[src/rtl/uart_tx_serializer.sv]
// uart_tx_serializer: 8N1 UART transmitter fed by a byte FIFO.
// CPU writes land in a circular buffer; the serializer pops one byte per
// frame and shifts it out LSB first behind a start bit and ahead of a stop bit.
// Optional feature macro: UART_TX_PARITY_EN adds an even-parity bit (8E1).
module uart_tx_serializer #(
    parameter int CLKS_PER_BIT = 868,
    parameter int FIFO_DEPTH   = 16
) (
    input  logic                        clk,
    input  logic                        reset_n,
    input  logic                        wr_valid,
    input  logic [7:0]                  wr_data,
    output logic                        wr_ready,
    output logic                        uart_tx,
    output logic                        busy,
    output logic [$clog2(FIFO_DEPTH):0] fifo_count
);

    localparam int PTR_W  = $clog2(FIFO_DEPTH);
    localparam int BAUD_W = $clog2(CLKS_PER_BIT);

    localparam logic [BAUD_W-1:0] BAUD_RELOAD = BAUD_W'(CLKS_PER_BIT - 1);
    localparam logic [PTR_W:0]    FULL_COUNT  = (PTR_W + 1)'(FIFO_DEPTH);

`ifdef UART_TX_PARITY_EN
    typedef enum logic [2:0] {S_IDLE, S_START, S_DATA, S_PARITY, S_STOP} state_t;
`else
    typedef enum logic [1:0] {S_IDLE, S_START, S_DATA, S_STOP} state_t;
`endif

    logic [7:0]        mem [FIFO_DEPTH];
    logic [PTR_W-1:0]  wr_ptr;
    logic [PTR_W-1:0]  rd_ptr;
    state_t            state;
    logic [BAUD_W-1:0] baud_cnt;
    logic [2:0]        bit_idx;
    logic [7:0]        shift;
    logic              push;
    logic              pop;

    // A full FIFO never accepts, even if the serializer pops on the same edge.
    assign wr_ready = (fifo_count != FULL_COUNT);
    assign push     = wr_valid && wr_ready;
    assign pop      = (state == S_IDLE) && (fifo_count != '0);
    assign busy     = (state != S_IDLE) || (fifo_count != '0);

    // Byte storage: written at the tail on every accepted write.
    // NOTE: the storage array has no reset; the pointers and count define which entries are valid.
    always_ff @(posedge clk) begin
        if (push) begin
            mem[wr_ptr] <= wr_data;
        end
    end

    // FIFO bookkeeping: pointers wrap naturally, count tracks queued bytes.
    // NOTE: all sequential state uses non-blocking assignments so every register samples pre-edge values.
    always_ff @(posedge clk or negedge reset_n) begin
        if (!reset_n) begin
            wr_ptr     <= '0;
            rd_ptr     <= '0;
            fifo_count <= '0;
        end else begin
            if (push) begin
                wr_ptr <= wr_ptr + 1'b1;
            end
            if (pop) begin
                rd_ptr <= rd_ptr + 1'b1;
            end
            case ({push, pop})
                2'b10:   fifo_count <= fifo_count + 1'b1;
                2'b01:   fifo_count <= fifo_count - 1'b1;
                default: fifo_count <= fifo_count;
            endcase
        end
    end

`ifdef UART_TX_PARITY_EN
    logic parity_bit;

    // Even parity of the byte, captured when it leaves the FIFO.
    always_ff @(posedge clk or negedge reset_n) begin
        if (!reset_n) begin
            parity_bit <= 1'b0;
        end else if (pop) begin
            parity_bit <= ^mem[rd_ptr];
        end
    end
`endif

    // Frame sequencer: every non-idle state lasts CLKS_PER_BIT cycles; uart_tx is registered.
    always_ff @(posedge clk or negedge reset_n) begin
        if (!reset_n) begin
            state    <= S_IDLE;
            baud_cnt <= '0;
            bit_idx  <= '0;
            shift    <= '0;
            uart_tx  <= 1'b1;
        end else begin
            case (state)
                S_IDLE: begin
                    if (pop) begin
                        shift    <= mem[rd_ptr];
                        bit_idx  <= '0;
                        baud_cnt <= BAUD_RELOAD;
                        uart_tx  <= 1'b0;
                        state    <= S_START;
                    end
                end
                S_START: begin
                    if (baud_cnt == '0) begin
                        baud_cnt <= BAUD_RELOAD;
                        uart_tx  <= shift[0];
                        state    <= S_DATA;
                    end else begin
                        baud_cnt <= baud_cnt - 1'b1;
                    end
                end
                S_DATA: begin
                    if (baud_cnt == '0) begin
                        baud_cnt <= BAUD_RELOAD;
                        if (bit_idx == 3'd7) begin
`ifdef UART_TX_PARITY_EN
                            uart_tx <= parity_bit;
                            state   <= S_PARITY;
`else
                            uart_tx <= 1'b1;
                            state   <= S_STOP;
`endif
                        end else begin
                            shift   <= {1'b0, shift[7:1]};
                            uart_tx <= shift[1];
                            bit_idx <= bit_idx + 1'b1;
                        end
                    end else begin
                        baud_cnt <= baud_cnt - 1'b1;
                    end
                end
`ifdef UART_TX_PARITY_EN
                S_PARITY: begin
                    if (baud_cnt == '0) begin
                        baud_cnt <= BAUD_RELOAD;
                        uart_tx  <= 1'b1;
                        state    <= S_STOP;
                    end else begin
                        baud_cnt <= baud_cnt - 1'b1;
                    end
                end
`endif
                S_STOP: begin
                    if (baud_cnt == '0) begin
                        state <= S_IDLE;
                    end else begin
                        baud_cnt <= baud_cnt - 1'b1;
                    end
                end
                // NOTE: the default arm returns any unused encoding to a safe idle line.
                default: begin
                    state   <= S_IDLE;
                    uart_tx <= 1'b1;
                end
            endcase
        end
    end

endmodule

[config.mk]
export PLATFORM = sky130hd
export DESIGN_NAME = uart_tx_serializer
export DESIGN_NICKNAME = d
export VERILOG_FILES = /design/src/rtl/uart_tx_serializer.sv
export SDC_FILE = /design/constraint.sdc
export NUM_CORES = 1
export LEC_CHECK = 0
export BUFFER_PORTS_ARGS = -buffer_cell sky130_fd_sc_hd__buf_2
export CAP_MARGIN = 25
export CELL_PAD_IN_SITES_DETAIL_PLACEMENT = 0
export CELL_PAD_IN_SITES_GLOBAL_PLACEMENT = 2
export CORE_UTILIZATION = 50
export CTS_CLUSTER_SIZE = 30
export DETAILED_ROUTE_END_ITERATION = 8
export PLACE_DENSITY_LB_ADDON = 0.1
export SYNTH_ARGS = -nofsm -noshare
export SYNTH_HDL_FRONTEND = slang
export SYNTH_SLANG_ARGS = --single-unit
[constraint.sdc]
create_clock -name clk -period 4.1 [get_ports clk]
set_clock_uncertainty 0.05 [all_clocks]
set_input_delay 1.23 -clock clk [delete_from_list [all_inputs] [get_ports clk]]
set_output_delay 1.23 -clock clk [all_outputs]
set_load 0.01 [all_outputs]
Word-level counts from Yosys, hierarchy flattened
Memory sizes are Yosys's and may differ from the RTL's.
Cells that the tools add are included.
Widths: inputs -> output; s select.
Word-level totals
  register bits after elaboration: 37
  memory bits (writable): 128
  input port bits: 11
  output and inout bits: 8
  word-level logic and storage cells: 70
  memories: 1
Operators by class
  $add $sub $neg: 6
  equality and inequality tests: 14
  multiplexer cells: 26
  reductions and logical operators: 15
Memories
  mem: words 16, bits a word 8, read ports 1, clocked after memory_dff 0, write ports 1, line 31  | logic [7:0] mem [FIFO_DEPTH];
Operator list (number)
  $mux 10: 3
  $pmux 10 s3: 1
  $mux 8: 3
  $pmux 8 s2: 1
  $ne 2x2->1 const B: 7
  $logic_not 10->1: 1
  $mux 2: 5
  $pmux 5 s2: 1
  $sub 10x1->10 const B: 1
  $mux 3: 3
  $add 4x1->4 const B: 2
  $pmux 2 s4: 1
  $reduce_and 4->1: 2
  $eq 2x2->1 const B: 3
  $mux 1: 6
  $pmux 3 s2: 1
  $reduce_bool 2->1: 3
  $add 5x1->5 const B: 1
  $ne 5x5->1 const B: 1
  $reduce_and 5->1: 1
  $reduce_bool 5->1: 1
  $sub 5x1->5 const B: 1
  $eq 2x1->1 const B: 2
  $add 3x1->3 const B: 1
  8 further kinds: 9

Depth between registers and ports, before layout
  depth after elaboration: 4
  gate-level depth with buffers: 15
  gate-level depth less buffers: 12

Worst setup path after synthesis
No wires, ideal clock.
  path kind: input to register
  from: input port wr_valid
  to: register fifo_count[4]
  library setup time: 0.080 ns
  arrival time: 3.095 ns
  required time: 3.970 ns
  setup slack: 0.876 ns
  cell stages on the path: 12
  path buffers: 2
  cells stage by stage: and2_1 -> clkbuf_1 -> inv_1 -> ha_1 -> clkbuf_1 -> xor2_1 -> ha_1 -> o21a_1 -> o21ai_0 -> nand3b_1 -> a21oi_1 -> xor2_1
On the way
  longest elaborated chain between the ends: 3
  elaborated cells on any way between the ends: 5
  classes of those cells: 2 x eq/ne; 1 x mux; 2 x reduce/logical
RTL lines
  start, declared: line 11  | input logic wr_valid,
  $logic_and 1x1->1 (*): line 43  | assign push = wr_valid && wr_ready;
  $eq 2x1->1 / $eq 2x2->1 (equally long branches): line 69  | case ({push, pop})
  $pmux 5 s2 / $reduce_bool 2->1 (equally long branches)
  end signal, assigned: line 70  | 2'b10: fifo_count <= fifo_count + 1'b1;
  end signal, assigned: line 71  | 2'b01: fifo_count <= fifo_count - 1'b1;
  end signal, assigned: line 72  | default: fifo_count <= fifo_count;
  end, declared: line 16  | output logic [$clog2(FIFO_DEPTH):0] fifo_count
Every way passes the cells marked *; elsewhere a longest branch is shown, timed or not.
A chain may end at the register's enable or synchronous reset.

Worst setup path after layout
  from: register fifo_count[1]
  to: output port busy
On the way
  longest elaborated chain between the ends: 2
RTL lines
  $reduce_bool 5->1: line 45  | assign busy = (state != S_IDLE) || (fifo_count != '0);
  $logic_or 1x1->1: line 45
  end, declared: line 15  | output logic busy,
Every way passes these cells.

==> out/qor.txt <==
Worst min-delay path category -> flip-flop to flip-flop
Total wire length -> 14,260 microns
Placer Congestion -> 0.7292
Static leakage -> 2.909 nW
H-Tree Depth -> 4
Crit path buffers/inverters -> 3
Status -> completed
Initial antenna violation count -> 0
Avg WL per Cell -> 20.67 microns
Yosys top cell area share -> 53.09%
HPWL Detailed -> 9444 microns
Port Buffers -> 18
N_diodes -> 0
Relative slew margins -> 43.21%
Setup crit end -> busy
Clk buf depth -> 2
RSZ-0062 raised after global routing -> no
Least-Margin Pin Slew -> 0.8519 ns
Tot GR Track Use -> 21.14%
Crit path depth -> 5
Syn nets -> 504
# IOs -> 19
Inserted Clock Buffers -> 17
Grt total ovfl -> 0
Top FF cell, synth -> edfxtp_1
Largest net degree at the start of global routing -> 38
Hold Crit Depth -> 1
Layout cell share with drive strength beyond 1 -> 19.02%
Root Buffer -> clkbuf_16
Crit path max fanout -> 12
Crit-path slowest cell -> or4_4
Clock Latency Late Sink -> 0.43 ns
Total iterations of the first detailed-routing run -> 4
Commonest non-fill, non-tap cell in the layout -> edfxtp_1
Area delta synth->final -> 11.04%
Fin area -> 8039 sq um
Clock-pin slew on the worst setup and hold paths -> 0.06 ns
Power per cell area -> 749.6 nW/um^2
Post-synth ARST share -> 22.42%
Cells after Synth -> 475
Largest stage delay on the critical path -> 0.59 ns
Post-place instance area -> 7470 sq um
Initial core utilization -> 51.75%
Max Freq -> 292.3 MHz
Critical path data arrival time -> 2.14 ns
FF+latch count, synth -> 165
TNS Setup -> 0 ns
CP Launch Point -> fifo_count[1]
Sequential area share after synthesis -> 65.90%
Critical path's top delay family -> simple AND/OR/NAND/NOR gates
Hold buffers post-CTS -> 0
Critical Path, Cell by Cell -> or4_4 -> nor3b_4 -> buf_4 -> inv_2 -> buf_2
Minimum clock period after layout -> 3.422 ns
Slew Limit Fails -> 0
Final setup vio count -> 0
Period utilisation layout -> 83.46%
Detail Route Antenna Nets -> 0
Die span in y -> 122.3 microns
Core Region -> 13,990 sq um
Via Count -> 3,963
Placed Instances -> 658
Vias in the first global route -> 3,913
Req. time, crit path -> 2.82 ns
# rows -> 43
Reg2reg end -> fifo_count[4]
Post-synth EDFFs -> 128
Die span in x -> 122.3 microns
Mapped Area -> 7239 sq um
Area leader, netlist -> edfxtp_1
TritonCTS clock tree -> built
Vias per cell -> 5.743
Fin cells -> 690
Netlist cell types -> 61
Resize count post-CTS -> 0
Launching element type of the critical path -> flip-flop
R2R Setup Slk -> 1.09 ns
Final hold vios -> 0
Post-CTS Repair Setup Buffers -> 0
Max_cap viols -> 0
Synthesized area per cell -> 15.24 sq um
Fillcell total -> 1,124
Setup crit end kind -> output pin
Largest cells by area after synthesis -> edfxtp_1, dfrtp_1, mux4_2
Iteration-0 DRC Markers -> 350
First-pass GRT wire length -> 22,380 microns
Most frequent cells in the layout -> edfxtp_1, nand2_1, dfrtp_1
WS Path Type -> flip-flop to output pin
Synthesis Warnings -> 0
Peak supply drop -> 0.0003590 V
DRC viols -> 0
Die area -> 14,960 sq um
# clock sinks -> 165
Reg2reg path depth -> 10
# nets final -> 526
Worst r2r src -> fifo_count[1]
==> synthesized netlist by cell type (2+ instances only) <==
master and count:
mux4_2 20, buf_2 2, mux2i_1 28, nor2b_1 3, o21a_1 2, a21oi_1 9, mux2_2 2, a211oi_1 6
a31oi_1 5, nor2_1 23, edfxtp_1 128, a22oi_1 12, o21ai_0 18, clkbuf_1 7, buf_1 4, or2_2 3
o22a_1 7, nand2_1 40, inv_1 11, xor2_1 7, nand4_1 3, nand3b_1 2, and2_1 2, nor3_1 7
o22ai_1 7, nor3b_1 2, o31ai_1 3, buf_4 4, ha_1 18, nand3_1 3, xnor2_1 6, nor4_1 6
buf_6 7, dfrtp_1 36, nand2b_1 6
==> routing by layer <==
layer  wire, microns  track usage, %  share of wire [%]  up-vias
li1                -               -                  -     1881
met1            6570           29.21                 46     2004
met2            6968           33.25                 49       67
met3             578           5.297                4.1       11
met4             146           6.174                1.0        0
met5               0               0                  0        -
==> power by group <==
group | total [W] | internal [W] | switching (W)
Combinational | 0.00204 | 0.000940 | 0.00111
Sequential | 0.00245 | 0.00211 | 0.000344
Clock | 0.00153 | 0.000854 | 0.000673
Total | 0.00603 | 0.00390 | 0.00212
==> stage by stage <==
| step | hold slack [ns] | utilization [%] | total power [W] | setup slack, ns |
|---|---|---|---|---|
| floorplan | 0.4108 | - | 0.004043 | 0.8756 |
| detailed placement | 0.4406 | 53.40 | 0.004548 | 0.7646 |
| CTS | 0.4560 | 57.47 | 0.006086 | 0.6620 |
| finish | 0.4553 | 57.47 | 0.006026 | 0.6783 |
| global route | 0.4805 | 57.47 | 0.006387 | 0.5874 |
| global placement | 0.4418 | 53.40 | 0.004515 | 0.8442 |
==> worst min path at each step <==
stage / slack (ns) / to / startpoint
floorplan: 0.41 / bit_idx[0] / bit_idx[0]
global placement: 0.44 / shift[5] / shift[5]
detailed placement: 0.44 / bit_idx[0] / bit_idx[0]
CTS: 0.46 / bit_idx[0] / bit_idx[0]
global route: 0.48 / bit_idx[0] / bit_idx[0]
finish: 0.46 / bit_idx[0] / bit_idx[0]
==> sequential cells by signal (all words and copies together) (netlist names) <==
signal / count
bit_idx: 3
shift: 8
mem: 128
wr_ptr: 4
baud_cnt: 10
rd_ptr: 4
uart_tx: 1
state: 2
fifo_count: 5
==> final cells by class <==
type | instances | area (sq um) | area share [%]
sequential | 165 | 4772 | 59.36
multi-input combinational | 273 | 2250 | 27.98
clock buffer | 19 | 432.9 | 5.385
tap | 180 | 225.2 | 2.802
timing repair buffer | 28 | 177.7 | 2.210
clock inverter | 13 | 136.4 | 1.697
inverter | 12 | 45.04 | 0.5603
==> cells by family after synthesis <==
| logic type | share of synthesized area, % |
|---|---|
| buffers and inverters | 3.025 |
| XOR/XNOR | 1.573 |
| multiplexers | 10.61 |
| AO/OA/AOI/OAI | 8.037 |
| flip-flops | 65.90 |
| adder cells (fa/ha/maj) | 3.111 |
| AND/OR/NAND/NOR | 7.743 |
Power figures use the tool's default switching activity.
